==> src/rtl/fetch_ctrl.sv <==
// fetch_ctrl: fetch/sequence controller driving PC branch_en/branch_pc/stop_en; FETCH_TIMEOUT_EN adds a bounded ack wait.
// Latency >=3 cycles/instr (FETCH>=1, EXEC 1, SETTLE 1); imem_req held until imem_ack, PC held via stop_en meanwhile.
module fetch_ctrl #(
   parameter int AW      = 8,
   parameter int IW      = 16,
   parameter int TIMEOUT = 15
) (
   input  logic          clk,
   input  logic          power,
   input  logic [AW-1:0] pc,
   input  logic          flag_z,
   input  logic          resume,
   output logic          imem_req,
   output logic [AW-1:0] imem_addr,
   input  logic          imem_ack,
   input  logic [IW-1:0] imem_rdata,
   output logic          branch_en,
   output logic [AW-1:0] branch_pc,
   output logic          stop_en,
   output logic [IW-1:0] instr,
   output logic          instr_valid,
   output logic          halted,
   output logic [15:0]   instr_count,
   output logic          fetch_err
);

   typedef enum logic [2:0] {
      S_IDLE,
      S_FETCH,
      S_EXEC,
      S_SETTLE,
      S_HALT
   } state_t;

   localparam logic [3:0] OP_JMP  = 4'hC;
   localparam logic [3:0] OP_JZ   = 4'hD;
   localparam logic [3:0] OP_JNZ  = 4'hE;
   localparam logic [3:0] OP_HALT = 4'hF;

   state_t        r_state, w_state_nxt;
   logic          r_req, w_req_nxt;
   logic [AW-1:0] r_addr, w_addr_nxt;
   logic          r_ben, w_ben_nxt;
   logic [AW-1:0] r_bpc, w_bpc_nxt;
   logic          r_stop, w_stop_nxt;
   logic [IW-1:0] r_instr, w_instr_nxt;
   logic          r_valid, w_valid_nxt;
   logic          r_halted, w_halted_nxt;
   logic [15:0]   r_count, w_count_nxt;

   logic [3:0]    w_op;
   logic          w_taken;

   assign w_op    = imem_rdata[IW-1:IW-4];
   assign w_taken = (w_op == OP_JMP) ||
                    ((w_op == OP_JZ)  &&  flag_z) ||
                    ((w_op == OP_JNZ) && !flag_z);

`ifdef FETCH_TIMEOUT_EN
   logic [3:0] r_wait, w_wait_nxt;
   logic       r_err, w_err_nxt;
   logic       r_to_halt, w_to_halt_nxt;
`endif

   always_comb begin
      w_state_nxt  = r_state;
      w_req_nxt    = r_req;
      w_addr_nxt   = r_addr;
      w_ben_nxt    = 1'b0;
      w_bpc_nxt    = r_bpc;
      w_stop_nxt   = 1'b1;
      w_instr_nxt  = r_instr;
      w_valid_nxt  = 1'b0;
      w_halted_nxt = r_halted;
      w_count_nxt  = r_count;
`ifdef FETCH_TIMEOUT_EN
      w_wait_nxt    = r_wait;
      w_err_nxt     = r_err;
      w_to_halt_nxt = r_to_halt;
`endif
      case (r_state)
         S_IDLE: begin
            w_state_nxt = S_FETCH;
            w_req_nxt   = 1'b1;
            w_addr_nxt  = pc;
`ifdef FETCH_TIMEOUT_EN
            w_wait_nxt  = 4'd0;
`endif
         end
         S_FETCH: begin
            if (imem_ack) begin
               w_req_nxt   = 1'b0;
               w_instr_nxt = imem_rdata;
               if (w_op == OP_HALT) begin
                  w_state_nxt  = S_HALT;
                  w_halted_nxt = 1'b1;
               end else begin
                  // Outputs are registered, so EXEC's strobes are loaded on the ack edge.
                  w_state_nxt = S_EXEC;
                  w_stop_nxt  = 1'b0;
                  w_valid_nxt = 1'b1;
                  w_count_nxt = r_count + 16'd1;
                  if (w_taken) begin
                     w_ben_nxt = 1'b1;
                     w_bpc_nxt = imem_rdata[AW-1:0];
                  end
               end
            end
`ifdef FETCH_TIMEOUT_EN
            else if (r_wait == 4'(TIMEOUT - 1)) begin
               w_state_nxt   = S_HALT;
               w_req_nxt     = 1'b0;
               w_halted_nxt  = 1'b1;
               w_err_nxt     = 1'b1;
               w_to_halt_nxt = 1'b1;
            end else begin
               w_wait_nxt = r_wait + 4'd1;
            end
`endif
         end
         S_EXEC: begin
            w_state_nxt = S_SETTLE;
         end
         S_SETTLE: begin
            w_state_nxt = S_FETCH;
            w_req_nxt   = 1'b1;
            w_addr_nxt  = pc;
`ifdef FETCH_TIMEOUT_EN
            w_wait_nxt  = 4'd0;
`endif
         end
         S_HALT: begin
            if (resume) begin
               w_halted_nxt = 1'b0;
`ifdef FETCH_TIMEOUT_EN
               if (r_to_halt) begin
                  // A timed-out fetch is retried at the same PC rather than stepped past.
                  w_state_nxt   = S_FETCH;
                  w_req_nxt     = 1'b1;
                  w_addr_nxt    = pc;
                  w_wait_nxt    = 4'd0;
                  w_to_halt_nxt = 1'b0;
               end else begin
                  w_state_nxt = S_EXEC;
                  w_stop_nxt  = 1'b0;
               end
`else
               w_state_nxt = S_EXEC;
               w_stop_nxt  = 1'b0;
`endif
            end
         end
         default: begin
            w_state_nxt = S_IDLE;
         end
      endcase
   end

   always_ff @(posedge clk or negedge power) begin
      if (!power) begin
         r_state <= S_IDLE;
      end else begin
         r_state <= w_state_nxt;
      end
   end

   always_ff @(posedge clk or negedge power) begin
      if (!power) begin
         r_req    <= 1'b0;
         r_addr   <= '0;
         r_ben    <= 1'b0;
         r_bpc    <= '0;
         r_stop   <= 1'b1;
         r_instr  <= '0;
         r_valid  <= 1'b0;
         r_halted <= 1'b0;
         r_count  <= 16'd0;
      end else begin
         r_req    <= w_req_nxt;
         r_addr   <= w_addr_nxt;
         r_ben    <= w_ben_nxt;
         r_bpc    <= w_bpc_nxt;
         r_stop   <= w_stop_nxt;
         r_instr  <= w_instr_nxt;
         r_valid  <= w_valid_nxt;
         r_halted <= w_halted_nxt;
         r_count  <= w_count_nxt;
      end
   end

`ifdef FETCH_TIMEOUT_EN
   always_ff @(posedge clk or negedge power) begin
      if (!power) begin
         r_wait    <= 4'd0;
         r_err     <= 1'b0;
         r_to_halt <= 1'b0;
      end else begin
         r_wait    <= w_wait_nxt;
         r_err     <= w_err_nxt;
         r_to_halt <= w_to_halt_nxt;
      end
   end

   assign fetch_err = r_err;
`else
   assign fetch_err = 1'b0;
`endif

   assign imem_req    = r_req;
   assign imem_addr   = r_addr;
   assign branch_en   = r_ben;
   assign branch_pc   = r_bpc;
   assign stop_en     = r_stop;
   assign instr       = r_instr;
   assign instr_valid = r_valid;
   assign halted      = r_halted;
   assign instr_count = r_count;

endmodule

==> config.mk <==
export PLATFORM = sky130hd
export DESIGN_NAME = fetch_ctrl
export DESIGN_NICKNAME = d
export VERILOG_FILES = /design/src/rtl/fetch_ctrl.sv
export SDC_FILE = /design/constraint.sdc
export NUM_CORES = 1
export LEC_CHECK = 0
export CAP_MARGIN = 20
export CORE_UTILIZATION = 48
export CTS_BUF_LIST = sky130_fd_sc_hd__clkbuf_4 sky130_fd_sc_hd__clkbuf_8 sky130_fd_sc_hd__clkbuf_16
export CTS_CLUSTER_SIZE = 24
export DETAILED_ROUTE_END_ITERATION = 12
export GPL_TIMING_DRIVEN = 0
export PLACE_DENSITY = 0.91
export SLEW_MARGIN = 5
export SYNTH_ARGS = -nofsm -noshare
export SYNTH_HDL_FRONTEND = slang
export SYNTH_SLANG_ARGS = --single-unit
export TNS_END_PERCENT = 100
==> constraint.sdc <==
create_clock -name clk -period 2.8 [get_ports clk]
set_clock_uncertainty 0.05 [all_clocks]
set_input_delay 0.56 -clock clk [delete_from_list [all_inputs] [get_ports clk]]
set_output_delay 0.56 -clock clk [all_outputs]
set_load 0.05 [all_outputs]
==> metrics.txt, run 1 <==
status finished clean; mean post-synth cell area 12.0 sq um; Clock Path Buffers 2; die area 5140 sq um; post-cts gate resize count 0; Syn-to-layout area delta 41.7%; maximum fanout along the worst path 1; Worst-path clk slew 90 ps; first-pass GRT wire length 8240 um; post-route ant nets 0; Buffers on Ports 81; worst skew pair latency 310 ps; hold crit path type input pin to asynchronous set/reset pin; Power Internal 2010 uW; Synth Cell Area 2330 sq um; cell taking the most area after synthesis dfrtp_1; Critical Path AT 1640 ps; Starting Density 51.8%; Logic pwr share 55.4%; drt first pass iters 4; GRT Overall Usage 21.3%; Initial DRC Count 122; crit share post-route 80.3%; Post-CTS Setup Bufs 0; share of layout cells above drive strength 1 14.8%; Peak VDD IR 717 uV; met2 wire length 2610 um; HPWL after detailed placement 3770 um; Die Y 71.7 um; min Tclk post-route 2250 ps; asr flop ratio synth 100%; CTS Root Cell clkbuf_8; hold buffers post-CTS 0; synthesized flop and latch total 56; io pins 83; Num CTS Buffers 5; Avg WL per Cell 14.9 um; DR vias/cell 5.18; pwr dens 1170 nW/um^2; DR top layer met4; TNS Setup 0 ps; largest net degree at the start of global routing 35; slowest CP cell clkdlybuf4s50_1; RSZ-0062 raised after global routing false; top-count cell post-synth nand2_1; final WL 5010 um; Flop pwr share 33.7%; Max-Cap Viols 0; Buf/Inv on CP 1; Leakage 0.00149 uW; largest delay contributor family on the critical path buffers and inverters; EDFF count, synth 0; Clk pwr share 10.9%; DRC 0; Synth top area share 59.0%; Post-Place Worst Slack 484 ps; vias in the first global route 1793; Seq/Total Area, Yosys 60.1%; Synth top cells by count 59 x nand2_1, 55 x dfrtp_1, 17 x mux2_2; fmax 0.445 GHz; Mapped Cells 195; post-placement cell count 329; antenna violations before repair 0; actual slew at the worst max-slew pin 537 ps; switching power 1840 uW; Sink Count 56; synth unique cells 33; placement row count 24; switch share 47.7%; CTS tree built; cell chain of the critical path clkdlybuf4s50_1; crit path kind flop to primary output; PnR Total Power 3850 uW; slowest stage delay, CP 790 ps; met1 wire length 2000 um; CTS H-tree lvls 2; vias post-DR 1740; Main synth FF type dfrtp_1; total gr overflow 0; Synthesized Nets 225; Final Hold Viols 0; Post-Layout Cell Count 336; setup slack after layout 551 ps; CP startpoint kind flop; diode count 0; global placer's final weighted congestion 0.825; CP required 2190 ps; die width 71.7 um; slew margin rel. 64.2%; Synth area leaders dfrtp_1 59%, nand2_1 9.5%, mux2_2 8.2%, xnor2_1 4.1%, xor2_1 1.9%; # setup viols final 0; CP Capture Type primary output; yosys warns 0; Routed met3 length 312 um; nets@finish 314; Core Area 4500 sq um; Pins Over Slew Limit 0
## registers in the layout, summed over array words and instances, names as in the netlist
register	count
instr	16
instr_valid	1
imem_req	1
imem_addr	8
branch_en	1
r_state	3
branch_pc	8
instr_count	16
halted	1
stop_en	1
## routing by layer
| layer | track usage [%] | up-vias |
|---|---|---|
| li1 | - | 822 |
| met1 | 23.9 | 854 |
| met2 | 38.3 | 56 |
| met3 | 5.63 | 8 |
| met4 | 8.50 | 0 |
| met5 | 0 | - |
## final timing paths
check                           startpoint              end  slack, ps  cells past startpoint
max                                stop_en          stop_en        550                      1
min                                  power   instr_count[4]        170                      1
max reg2reg                     r_state[2]     branch_pc[3]       1100                      4
min reg2reg                instr_count[15]  instr_count[15]        430                      1
max in group asynchronous            power          stop_en       1910                      2
min in group clk           instr_count[15]  instr_count[15]        430                      1
## cell type report
type / count / area (sq um)
Timing Repair Buffer: 82 / 826
Clock inverter: 2 / 12.5
Fill cell: 314 / 1200
Tap cell: 52 / 65.1
Buffer: 6 / 40.0
Inverter: 2 / 7.51
Sequential cell: 56 / 1400
Clock buffer: 5 / 68.8
Multi-Input combinational cell: 131 / 882
## cells in the final DEF, fill, tap and decap left out, types with 2 or more instances in the layout
| cell | instances |
|---|---|
| clkdlybuf4s50_1 | 80 |
| nand2_1 | 59 |
| dfrtp_1 | 55 |
| mux2_2 | 17 |
| xnor2_1 | 11 |
| nand3_1 | 8 |
| xor2_1 | 5 |
| clkbuf_8 | 5 |
| buf_4 | 4 |
| nand4_1 | 4 |
| buf_2 | 3 |
| nor2_1 | 3 |
| and3_1 | 3 |
| o21ai_0 | 2 |
| nor4_4 | 2 |
## stage by stage
| step | hold slack, ps | utilization (%) | area [sq um] |
|---|---|---|---|
| after floorplan | 214 | - | 2330 |
| after global placement | 408 | 71.2 | 3210 |
| after detailed placement | 412 | 71.6 | 3220 |
| after CTS | 172 | 73.4 | 3300 |
| after global routing | 199 | 73.4 | 3300 |
| final | 167 | 73.4 | 3300 |
## kinds of logic (layout without fill, tap and decap cells)
| logic type | after synthesis | count (layout) | synth area share, % |
|---|---|---|---|
| muxes | 18 | 18 | 8.64 |
| buffers and inverters | 8 | 97 | 2.04 |
| and+or+nand+nor | 89 | 89 | 20.7 |
| other | 1 | 1 | 0.161 |
| DFF | 56 | 56 | 60.1 |
| AOI/OAI and AO/OA | 6 | 6 | 1.77 |
| xor gates and xnor gates | 16 | 16 | 6.01 |
| adders and majority gates | 1 | 1 | 0.536 |
## power groups by stage
stage                     Combinational, uW  Clock, uW  Sequential (uW)
after floorplan                         419          0             2280
after global placement                 2110          0             1290
after detailed placement               2140          0             1310
after CTS                              2150        434             1300
after global routing                   2230        455             1340
final                                  2130        421             1300
## worst register-to-register path, cell delays in order, from the launching register on
cell and delay [ps]:
dfrtp_1 470, nand4bb_4 270, buf_4 230, nor2_8 210, mux2_2 370
(Power assumes the default switching activity.)
==> run 2: changes to the inputs <==
--- a/config.mk
+++ b/config.mk
@@ -6,12 +6,12 @@
 export NUM_CORES = 1
 export LEC_CHECK = 0
 export CAP_MARGIN = 20
-export CORE_UTILIZATION = 48
+export CORE_UTILIZATION = 40
 export CTS_BUF_LIST = sky130_fd_sc_hd__clkbuf_4 sky130_fd_sc_hd__clkbuf_8 sky130_fd_sc_hd__clkbuf_16
 export CTS_CLUSTER_SIZE = 24
 export DETAILED_ROUTE_END_ITERATION = 12
 export GPL_TIMING_DRIVEN = 0
-export PLACE_DENSITY = 0.91
+export PLACE_DENSITY = 0.81
 export SLEW_MARGIN = 5
 export SYNTH_ARGS = -nofsm -noshare
 export SYNTH_HDL_FRONTEND = slang
==> constraint.sdc (replaced) <==
create_clock -name clk -period 1.8 [get_ports clk]
set_clock_uncertainty 0.05 [all_clocks]
set_input_delay 0.36 -clock clk [delete_from_list [all_inputs] [get_ports clk]]
set_output_delay 0.36 -clock clk [all_outputs]
set_load 0.05 [all_outputs]
==> metrics.txt, run 2 (synthesis results as in run 1) <==
status finished clean (unchanged); switch share 49.7% (was 47.7%); die width 78.4 um (was 71.7 um); Worst-path clk slew 100 ps (was 90 ps); Buf/Inv on CP 1 (unchanged); io pins 83 (unchanged); Clk pwr share 12.8% (was 10.9%); Die Y 78.4 um (was 71.7 um); setup slack after layout 66.4 ps (was 551 ps); vias post-DR 1714 (was 1740); slowest stage delay, CP 530 ps (was 790 ps); total gr overflow 0 (unchanged); drt first pass iters 5 (was 4); global placer's final weighted congestion 0.745 (was 0.825); largest net degree at the start of global routing 31 (was 35); pwr dens 1750 nW/um^2 (was 1170 nW/um^2); Leakage 0.00165 uW (was 0.00149 uW); share of layout cells above drive strength 1 15.1% (was 14.8%); Post-Place Worst Slack -295 ps (was 484 ps); RSZ-0062 raised after global routing false (unchanged); crit path kind flop to primary output (unchanged); maximum fanout along the worst path 1 (unchanged); antenna violations before repair 0 (unchanged); Syn-to-layout area delta 40.8% (was 41.7%); Power Internal 2890 uW (was 2010 uW); Avg WL per Cell 13.7 um (was 14.9 um); Buffers on Ports 81 (unchanged); commonest non-fill, non-tap cell in the layout nand2_1 (was clkdlybuf4s50_1); # setup viols final 0 (unchanged); post-route ant nets 0 (unchanged); post-placement cell count 349 (was 329); Core Area 5570 sq um (was 4500 sq um); Logic pwr share 52.5% (was 55.4%); slew margin rel. 57.6% (was 64.2%); CTS H-tree lvls 2 (unchanged); diode count 0 (unchanged); Critical Path AT 1320 ps (was 1640 ps); HPWL after detailed placement 3590 um (was 3770 um); PnR Total Power 5740 uW (was 3850 uW); Post-DP Area 3250 sq um (was 3220 sq um); actual slew at the worst max-slew pin 635 ps (was 537 ps); hold crit path type input pin to asynchronous set/reset pin (unchanged); DRC 0 (unchanged); nets@finish 314 (unchanged); Initial DRC Count 33 (was 122); CP Capture Type primary output (unchanged); cell chain of the critical path clkdlybuf4s15_1 (was clkdlybuf4s50_1); switching power 2850 uW (was 1840 uW); Sink Count 56 (unchanged); CP required 1390 ps (was 2190 ps); die area 6140 sq um (was 5140 sq um); largest delay contributor family on the critical path flip-flops (was buffers and inverters); Num CTS Buffers 5 (unchanged); placement row count 27 (was 24); DR vias/cell 4.80 (was 5.18); crit share post-route 96.3%; Starting Density 41.8% (was 51.8%); CP startpoint kind flop (unchanged); Final Util 58.9% (was 73.4%); Clock Path Buffers 2 (unchanged); worst skew pair latency 300 ps (was 310 ps); Max-Cap Viols 0 (unchanged); fmax 0.577 GHz; min Tclk post-route 1730 ps; CTS tree built (unchanged); most frequent cells in the layout 59 x nand2_1, 55 x dfrtp_1, 51 x dlygate4sd2_1 (was 80 x clkdlybuf4s50_1, 59 x nand2_1, 55 x dfrtp_1); vias in the first global route 1829 (was 1793); Post-Layout Cell Count 357 (was 336); slowest CP cell dfstp_2 (was clkdlybuf4s50_1); Pins Over Slew Limit 0 (unchanged); Final Hold Viols 0 (unchanged); first-pass GRT wire length 8230 um (was 8240 um); final WL 4880 um (was 5010 um); Peak VDD IR 1050 uV (was 717 uV); CTS Root Cell clkbuf_8 (unchanged); Post-Layout Inst Area 3280 sq um (was 3300 sq um); Flop pwr share 34.7% (was 33.7%); GRT Overall Usage 17.4% (was 21.3%)
[run 2: changes by cell type in the layout (fill, tap and decap cells not counted)]
cell,previous run,this run
clkdlybuf4s50_1,80,26
dlymetal6s2s_1,0,1
dlygate4sd2_1,0,51
clkdlybuf4s15_1,0,2
clkbuf_8,5,6
clkbuf_4,0,1
clkinv_2,1,0
[run 2: final cells by class]
class                      count  area, sq um
buffer                         6         40.0
clock buffer                   7         90.1
clock inverter                 1         7.51
fill                         514         2290
inverter                       2         7.51
multi-input combinational    131          882
sequential                    56         1400
tap                           72         90.1
timing repair buffer          82          764
[run 2: power by group through the flow]
| stage | Sequential, uW | Clock [uW] | Combinational [uW] |
|---|---|---|---|
| after global placement | 2010 | 0 | 3300 |
| after CTS | 1990 | 755 | 3040 |
| final | 1990 | 733 | 3010 |
| after floorplan | 3540 | 0 | 652 |
| after global routing | 2050 | 798 | 3170 |
| after detailed placement | 2030 | 0 | 3340 |
[run 2: final timing paths]
path,start,end,slack [ps],depth (start not counted)
setup / recovery,stop_en,stop_en,70,1
hold / removal,power,imem_addr[6],4,1
setup reg to reg,r_state[2],branch_pc[2],100,4
hold reg to reg,instr_count[15],instr_count[15],420,1
max in group asynchronous,power,stop_en,1050,2
min in group clk,imem_ack,r_state[0],350,2
[run 2: timing repair]
action | in CTS | in global routing
setup endpoints to repair | 53 | 10
buffers inserted | 0 | 0
resized for setup | 53 | 3
hold endpoints to repair | 0 | 0
pin swaps | 0 | 0
gates cloned | 0 | 0
hold buffers | 0 | 0
[run 2: stage by stage]
step,setup TNS (ps),hold WS (ps)
4_1_cts,0,14.5
5_1_grt,0,52.6
6_report,0,3.97
2_1_floorplan,0,14.4
3_3_place_gp,-81640,408
3_5_place_dp,-5020,361
[run 2: layer usage]
metal  routed length [um]  share of wire (%)  global-route usage (%)  up-vias
met1                 2090                 43                    21.4      827
met4                   68                1.4                    6.67        0
met5                    0                  0                       0        -
met2                 2340                 48                    28.5       55
li1                     -                  -                       -      825
met3                  379                7.8                    5.70        7
